**config.mk**
```make
export PLATFORM = sky130hd
export DESIGN_NAME = pip_ctrl
export DESIGN_NICKNAME = d
export VERILOG_FILES = /design/src/rtl/pip_ctrl_pkg.sv /design/src/rtl/pip_ctrl_fwd_unit.sv /design/src/rtl/pip_ctrl.sv
export SDC_FILE = /design/constraint.sdc
export NUM_CORES = 1
export LEC_CHECK = 0
export CAP_MARGIN = 20
export CORE_MARGIN = 10
export CORE_UTILIZATION = 34
export DETAILED_ROUTE_END_ITERATION = 10
export HOLD_SLACK_MARGIN = 0.03
export MAX_ROUTING_LAYER = met4
export PLACE_DENSITY = 0.95
export SLEW_MARGIN = 30
export SYNTH_ARGS = -nofsm -noshare
export SYNTH_HDL_FRONTEND = slang
export SYNTH_SLANG_ARGS = --single-unit
```
**constraint.sdc**
```tcl
create_clock -name clk_i -period 3.1 [get_ports clk_i]
set_input_delay 0.31 -clock clk_i [delete_from_list [all_inputs] [get_ports clk_i]]
set_output_delay 0.31 -clock clk_i [all_outputs]
set_load 0.03 [all_outputs]
```
**src/rtl/pip_ctrl_pkg.sv**
```systemverilog
// Shared types and constants for the pipeline control unit.
// Optional performance counters are built when PIP_CTRL_PERF_CNT_EN is defined.
package pip_ctrl_pkg;

   // Execute operand source selected by the forwarding unit
   typedef enum logic [1:0] {
      FWD_REG = 2'b00,
      FWD_W   = 2'b01,
      FWD_M   = 2'b10
   } fwd_sel_e;

   // Memory-stage access sequencer states
   typedef enum logic [1:0] {
      MEM_IDLE  = 2'b00,
      MEM_WAIT  = 2'b01,
      MEM_ERROR = 2'b10
   } mem_state_e;

   // ResultSrc encoding that marks a load in Execute
   localparam logic [1:0] RESULT_SRC_LOAD = 2'b01;

endpackage

```
**src/rtl/pip_ctrl_fwd_unit.sv**
```systemverilog
// Forwarding select for one Execute operand: the Memory-stage ALU result has
// priority over the Writeback result; register x0 is never forwarded.
module pip_fwd_unit
   import pip_ctrl_pkg::*;
#(
   parameter int REGISTER_ADDRESS_WIDTH = 5
) (
   input  logic [REGISTER_ADDRESS_WIDTH-1:0] rs_e_i,
   input  logic [REGISTER_ADDRESS_WIDTH-1:0] rd_m_i,
   input  logic                              reg_write_m_i,
   input  logic [REGISTER_ADDRESS_WIDTH-1:0] rd_w_i,
   input  logic                              reg_write_w_i,
   output logic [1:0]                        fwd_o
);

   // Pick the youngest in-flight producer of the Execute source register
   // NOTE: every output of a combinational block gets a default first so no latch is inferred.
   always_comb begin
      fwd_o = FWD_REG;
      if (reg_write_m_i && (rd_m_i != '0) && (rd_m_i == rs_e_i)) begin
         fwd_o = FWD_M;
      end else if (reg_write_w_i && (rd_w_i != '0) && (rd_w_i == rs_e_i)) begin
         fwd_o = FWD_W;
      end
   end

endmodule

```
**src/rtl/pip_ctrl.sv**
```systemverilog
// Pipeline control: operand forwarding, load-use and branch hazards, and the
// Memory-stage wait/timeout sequencer. Memory stalls dominate every other
// hazard. Optional stall/flush counters are built when PIP_CTRL_PERF_CNT_EN
// is defined; otherwise StallCnt_o/FlushCnt_o read zero.
module pip_ctrl
   import pip_ctrl_pkg::*;
#(
   parameter int REGISTER_ADDRESS_WIDTH = 5,
   parameter int MEM_TIMEOUT            = 16,
   parameter int CNT_WIDTH              = 32
) (
   input  logic                              clk_i,
   input  logic                              rst_ni,
   input  logic [REGISTER_ADDRESS_WIDTH-1:0] Rs1D_i,
   input  logic [REGISTER_ADDRESS_WIDTH-1:0] Rs2D_i,
   input  logic [REGISTER_ADDRESS_WIDTH-1:0] Rs1E_i,
   input  logic [REGISTER_ADDRESS_WIDTH-1:0] Rs2E_i,
   input  logic [REGISTER_ADDRESS_WIDTH-1:0] RdE_i,
   input  logic [REGISTER_ADDRESS_WIDTH-1:0] RdM_i,
   input  logic [REGISTER_ADDRESS_WIDTH-1:0] RdW_i,
   input  logic                              RegWriteM_i,
   input  logic                              RegWriteW_i,
   input  logic [1:0]                        ResultSrcE_i,
   input  logic                              PCSrcE_i,
   input  logic                              MemReqM_i,
   input  logic                              MemAckM_i,
   output logic [1:0]                        ForwardAE_o,
   output logic [1:0]                        ForwardBE_o,
   output logic                              StallF_o,
   output logic                              StallD_o,
   output logic                              StallE_o,
   output logic                              StallM_o,
   output logic                              FlushD_o,
   output logic                              FlushE_o,
   output logic                              FlushW_o,
   output logic                              MemErr_o,
   output logic [CNT_WIDTH-1:0]              StallCnt_o,
   output logic [CNT_WIDTH-1:0]              FlushCnt_o
);

   localparam int                WAIT_W    = $clog2(MEM_TIMEOUT) + 1;
   localparam logic [WAIT_W-1:0] WAIT_LAST = WAIT_W'(MEM_TIMEOUT - 1);

   mem_state_e        state_q, state_d;
   logic [WAIT_W-1:0] wait_cnt_q, wait_cnt_d;
   logic              mem_stall;
   logic              lw_stall;
   logic [1:0]        fwd_a, fwd_b;

   pip_fwd_unit #(.REGISTER_ADDRESS_WIDTH(REGISTER_ADDRESS_WIDTH)) u_fwd_a (
      .rs_e_i        (Rs1E_i),
      .rd_m_i        (RdM_i),
      .reg_write_m_i (RegWriteM_i),
      .rd_w_i        (RdW_i),
      .reg_write_w_i (RegWriteW_i),
      .fwd_o         (fwd_a)
   );

   pip_fwd_unit #(.REGISTER_ADDRESS_WIDTH(REGISTER_ADDRESS_WIDTH)) u_fwd_b (
      .rs_e_i        (Rs2E_i),
      .rd_m_i        (RdM_i),
      .reg_write_m_i (RegWriteM_i),
      .rd_w_i        (RdW_i),
      .reg_write_w_i (RegWriteW_i),
      .fwd_o         (fwd_b)
   );

   // A load in Execute whose destination is read by the instruction in Decode
   assign lw_stall = (ResultSrcE_i == RESULT_SRC_LOAD) && (RdE_i != '0) &&
                     ((RdE_i == Rs1D_i) || (RdE_i == Rs2D_i));

   // Memory sequencer next state; an ack always beats the timeout check
   always_comb begin
      state_d    = state_q;
      wait_cnt_d = wait_cnt_q;
      mem_stall  = 1'b0;
      unique case (state_q)
         MEM_IDLE: begin
            if (MemReqM_i && !MemAckM_i) begin
               mem_stall  = 1'b1;
               state_d    = MEM_WAIT;
               wait_cnt_d = WAIT_W'(1);
            end
         end
         MEM_WAIT: begin
            if (MemAckM_i) begin
               state_d    = MEM_IDLE;
               wait_cnt_d = '0;
            end else begin
               mem_stall = 1'b1;
               if (wait_cnt_q == WAIT_LAST) begin
                  state_d = MEM_ERROR;
               end else begin
                  wait_cnt_d = wait_cnt_q + WAIT_W'(1);
               end
            end
         end
         MEM_ERROR: begin
            mem_stall = 1'b1;
         end
         default: begin
            state_d    = MEM_IDLE;
            wait_cnt_d = '0;
         end
      endcase
   end

   // Sequencer state register; the error state only leaves through reset
   // NOTE: sequential state uses non-blocking assignments so all flops update together at the edge.
   always_ff @(posedge clk_i) begin
      if (!rst_ni) begin
         state_q    <= MEM_IDLE;
         wait_cnt_q <= '0;
      end else begin
         state_q    <= state_d;
         wait_cnt_q <= wait_cnt_d;
      end
   end

   assign MemErr_o = (state_q == MEM_ERROR);

   // Hazard resolution: reset forces bubbles, then memory stall, branch, load-use
   always_comb begin
      ForwardAE_o = FWD_REG;
      ForwardBE_o = FWD_REG;
      StallF_o    = 1'b0;
      StallD_o    = 1'b0;
      StallE_o    = 1'b0;
      StallM_o    = 1'b0;
      FlushD_o    = 1'b0;
      FlushE_o    = 1'b0;
      FlushW_o    = 1'b0;
      if (!rst_ni) begin
         FlushD_o = 1'b1;
         FlushE_o = 1'b1;
         FlushW_o = 1'b1;
      end else begin
         ForwardAE_o = fwd_a;
         ForwardBE_o = fwd_b;
         if (mem_stall) begin
            // Execute is frozen, so a pending branch is seen again after release
            StallF_o = 1'b1;
            StallD_o = 1'b1;
            StallE_o = 1'b1;
            StallM_o = 1'b1;
            FlushW_o = 1'b1;
         end else if (PCSrcE_i) begin
            FlushD_o = 1'b1;
            FlushE_o = 1'b1;
         end else if (lw_stall) begin
            StallF_o = 1'b1;
            StallD_o = 1'b1;
            FlushE_o = 1'b1;
         end
      end
   end

`ifdef PIP_CTRL_PERF_CNT_EN
   logic [CNT_WIDTH-1:0] stall_cnt_q, stall_cnt_d;
   logic [CNT_WIDTH-1:0] flush_cnt_q, flush_cnt_d;

   // Saturating event counters for fetch stalls and Execute bubbles
   always_comb begin
      stall_cnt_d = stall_cnt_q;
      flush_cnt_d = flush_cnt_q;
      if (StallF_o && !(&stall_cnt_q)) stall_cnt_d = stall_cnt_q + CNT_WIDTH'(1);
      if (FlushE_o && !(&flush_cnt_q)) flush_cnt_d = flush_cnt_q + CNT_WIDTH'(1);
   end

   // Counter registers; reset cycles are not counted
   always_ff @(posedge clk_i) begin
      if (!rst_ni) begin
         stall_cnt_q <= '0;
         flush_cnt_q <= '0;
      end else begin
         stall_cnt_q <= stall_cnt_d;
         flush_cnt_q <= flush_cnt_d;
      end
   end

   assign StallCnt_o = stall_cnt_q;
   assign FlushCnt_o = flush_cnt_q;
`else
   assign StallCnt_o = '0;
   assign FlushCnt_o = '0;
`endif

endmodule
```
==> summary by stage <==
Status
The flow ran to the end, and the final reports show no timing, DRC or antenna violations.

Critical path
At the worst endpoint, the required time is 2790 ps. The cell seen most often among critical-path stages is sky130_fd_sc_hd__clkdlybuf4s50_1. The worst setup path is of the input pin to output pin kind. Walking the worst path, the cells encountered are clkdlybuf4s50_1 -> or4_1 -> o21ai_2 -> nor4_1 -> nor4_2 -> clkdlybuf4s50_1. The arrival time of data at the critical path endpoint is 2590 ps.

The critical path startpoint category is an input pin. The worst register-to-register path begins at wait_cnt_q[0]. The count of buffer and inverter cells on the critical path is 2. The biggest cell delay along the critical path is 730 ps. The beginning of the critical path is RdM_i[1]. The kind of end point of the critical path is an output pin. The cell with the biggest individual delay on the critical path is sky130_fd_sc_hd__clkdlybuf4s50_1. The family with the most delay on the worst path is buffers and inverters. The maximum fanout along the worst path is 3.

Global route
The total overflow reported by the global router is 0. The total routing usage reported by global routing is 0.104. The met1 layer usage reported by global route is 0.107.

The number of global-route vias before repair is 1,234. The initial antenna violation count came to 0. The global-route met2 utilization is 0.188. Entering global routing, the biggest net connects 13 pins.

The first-pass GRT wire length is 5990 um. met2 is the most crowded layer. For this run, global-route usage on met3 was measured as 0.0254.

STA
The worst slew margin relative to its limit is 0.641. Setup violations remaining at the end of the flow were counted as 0. The slew of the pin with the lowest slew margin is 531 ps. The final clock period utilization by the worst path is 0.936. The final count of hold timing violations was 0. The max-slew violation total from the final report came to 0.

Across the routed clock network, the largest skew measured is 1.06 ps. The minimum setup slack in the final design is 200 ps. The final total negative setup slack is 0 ps. On the final layout, the worst hold slack is 482 ps. Based on the critical path, the design can be clocked at up to 0.345 GHz. The time the worst path needs with I/O delays and setup is 2900 ps. Setup repair after global routing left no endpoint under its margin.

Pwr
VDD sags by at most 119 uV. The total power density per cell area is 280 mW/mm^2. In this run the static leakage power is 0.757 nW. The total power after layout is 487 uW.

Floorplan
The total die area is 0.00689 mm^2. The I/O pin count is 120. The site row count is 22.

The die is 83.0 um wide. In this run the vertical extent of the chip is 83.0 um. For this configuration, the core starts out at a cell density of 0.361.

After floorplanning, the core was sized to cover 0.00374 mm^2.

Cells and area
The library cell used most frequently in the layout, excluding fill and tap cells, is sky130_fd_sc_hd__conb_1. The final layout net count is 275. The repair_antennas step left the layout with diodes totalling 0.

The fraction of final layout cells sized beyond drive strength 1 is 0.0395. The area of the multi-input gates is 925 um^2. The register area is 140 um^2. The final cell area excluding filler cells is 0.00174 mm^2. After filler insertion, the fill cell instance count of the layout stands at 394. Relative to the synthesized area, the layout overhead comes to 28.8%. The top cell types in the final layout, fill and taps aside, are sky130_fd_sc_hd__conb_1 (64), sky130_fd_sc_hd__clkdlybuf4s50_1 (55), sky130_fd_sc_hd__xor2_1 (25), sky130_fd_sc_hd__nor2b_1 (7), sky130_fd_sc_hd__dfxtp_1 (7).

CTS
At the later pin of the worst-skew pair, clock insertion delay measures 230 ps. In this run, CTS created clock tree buffers numbering 3. TritonCTS built the clock tree.

The clock tree buffer depth is 2. The number of sinks on the clock net is 7. The number of hold buffers added after CTS was 0. After clock tree synthesis, the clock-pin slew on the worst setup and hold paths is 40 ps.

The number of H-tree levels is 1. The number of setup buffers added after CTS is 0. The cell at the root of the clock tree is sky130_fd_sc_hd__clkbuf_8.

The number of gates resized after CTS is 0.

Yosys
The yosys synthesis warning count is 0. The sequential share of the synthesized area is 0.104. The number of synthesized flops with an enable pin is 0.

Summing every instance area after synthesis gives 0.00135 mm^2. The post-synthesis cell type count is 36. Of the post-synthesis cell area, the dominant cell type holds 0.367. The synthesized instance count is 173. In the synthesized netlist the dominant register cell turns out to be sky130_fd_sc_hd__dfxtp_1. Dividing the synthesized area by the synthesized cell count gives 7.80 um^2. Sorting the synthesized cells by area gives the leading types as sky130_fd_sc_hd__buf_4 (37%), sky130_fd_sc_hd__xor2_1 (16%), sky130_fd_sc_hd__dfxtp_1 (10%). The fraction of registers with async set/reset is 0. In this run, synthesis produced a sequential element count of 7. The post-synthesis cell type with the largest combined area is sky130_fd_sc_hd__buf_4.

Route
The count of nets left with antenna violations once routing finished came out at 0. The first detailed-routing pass ran for 4 iterations. The detailed-route wire length is 3840 um. In the routed design, unresolved DRC markers number 0.

The DRC violation total after the first TritonRoute iteration is 19. The average wire per cell in the routed design is 13.9 um. The final route contains 1,140 vias. The average vias per placed instance is 4.13.

Placed design
The placed wire-length estimate after detailed placement is 3500 um. The number of I/O port buffers is 55. The worst setup slack after placement is 178 ps.

At the end of routability-driven placement, the weighted congestion stood at 0.855. The placed standard-cell area is 0.00169 mm^2.

Hold path
The start point of the worst hold path is wait_cnt_q[3]. The path class of the tightest hold or removal check is register to register.

Job
The total of max-cap violations is 0.
## registers in the layout (all words and copies together) (netlist names)
register	flops
state_q	2
wait_cnt_q	5
## path summary, 6_finish.rpt
| check | endpoint | slack (ps) | depth (start not counted) |
|---|---|---|---|
| setup / recovery | ForwardAE_o[0] | 200 | 6 |
| hold / removal | wait_cnt_q[3] | 480 | 2 |
| setup reg to reg | wait_cnt_q[3] | 1260 | 7 |
| hold reg to reg | wait_cnt_q[3] | 480 | 2 |
## where the power goes
| part | switching (mW) | internal, mW | total (mW) |
|---|---|---|---|
| clock network | 0.0417 | 0.0891 | 0.131 |
| registers | 0.00286 | 0.0926 | 0.0954 |
| logic | 0.173 | 0.0878 | 0.260 |
## metal layers
layer,routed length (um),part of all wire
met5,0,0
met4,51,0.013
met3,238,0.062
met2,2020,0.53
met1,1540,0.40
## tightest hold or removal path: stages, from the launching register on
cell,delay [ps]
sky130_fd_sc_hd__dfxtp_1,310
sky130_fd_sc_hd__o21ai_0,70
sky130_fd_sc_hd__a21oi_1,60
## synth_stat cells (4+ instances only)
library cell and number:
sky130_fd_sc_hd__nand2_1 4, sky130_fd_sc_hd__nor2b_1 7, sky130_fd_sc_hd__nor2_1 5, sky130_fd_sc_hd__xor2_1 25
sky130_fd_sc_hd__o21ai_0 4, sky130_fd_sc_hd__dfxtp_1 7, sky130_fd_sc_hd__buf_4 66, sky130_fd_sc_hd__a21oi_1 4
sky130_fd_sc_hd__or4_1 5, sky130_fd_sc_hd__xnor2_1 6
## stage by stage
| step | instances | util |
|---|---|---|
| final | 276 | 0.465 |
| after global routing | 276 | 0.465 |
| after CTS | 276 | 0.465 |
| after detailed placement | 272 | 0.453 |
| after global placement | 272 | 0.453 |
| after floorplan | 236 | - |
## kinds of logic (layout without fill, tap and decap cells)
logic type | Yosys count | in the layout | synth area share
simple gates | 41 | 41 | 0.188
compound gates | 19 | 19 | 0.0918
mux | 1 | 1 | 0.00741
buf+inv | 71 | 63 | 0.386
flops | 7 | 7 | 0.104
xor+xnor | 31 | 31 | 0.201
fa+ha+maj | 2 | 2 | 0.0185
other cells | 1 | 64 | 0.00278
## area by class of cell
| class | count | share of cell area |
|---|---|---|
| tap | 48 | 0.0345 |
| multi-input combinational | 158 | 0.532 |
| timing repair buffer | 56 | 0.321 |
| inverter | 3 | 0.00647 |
| clock buffer | 4 | 0.0259 |
| sequential | 7 | 0.0806 |
Note: power is estimated with default switching activity, not from simulation.
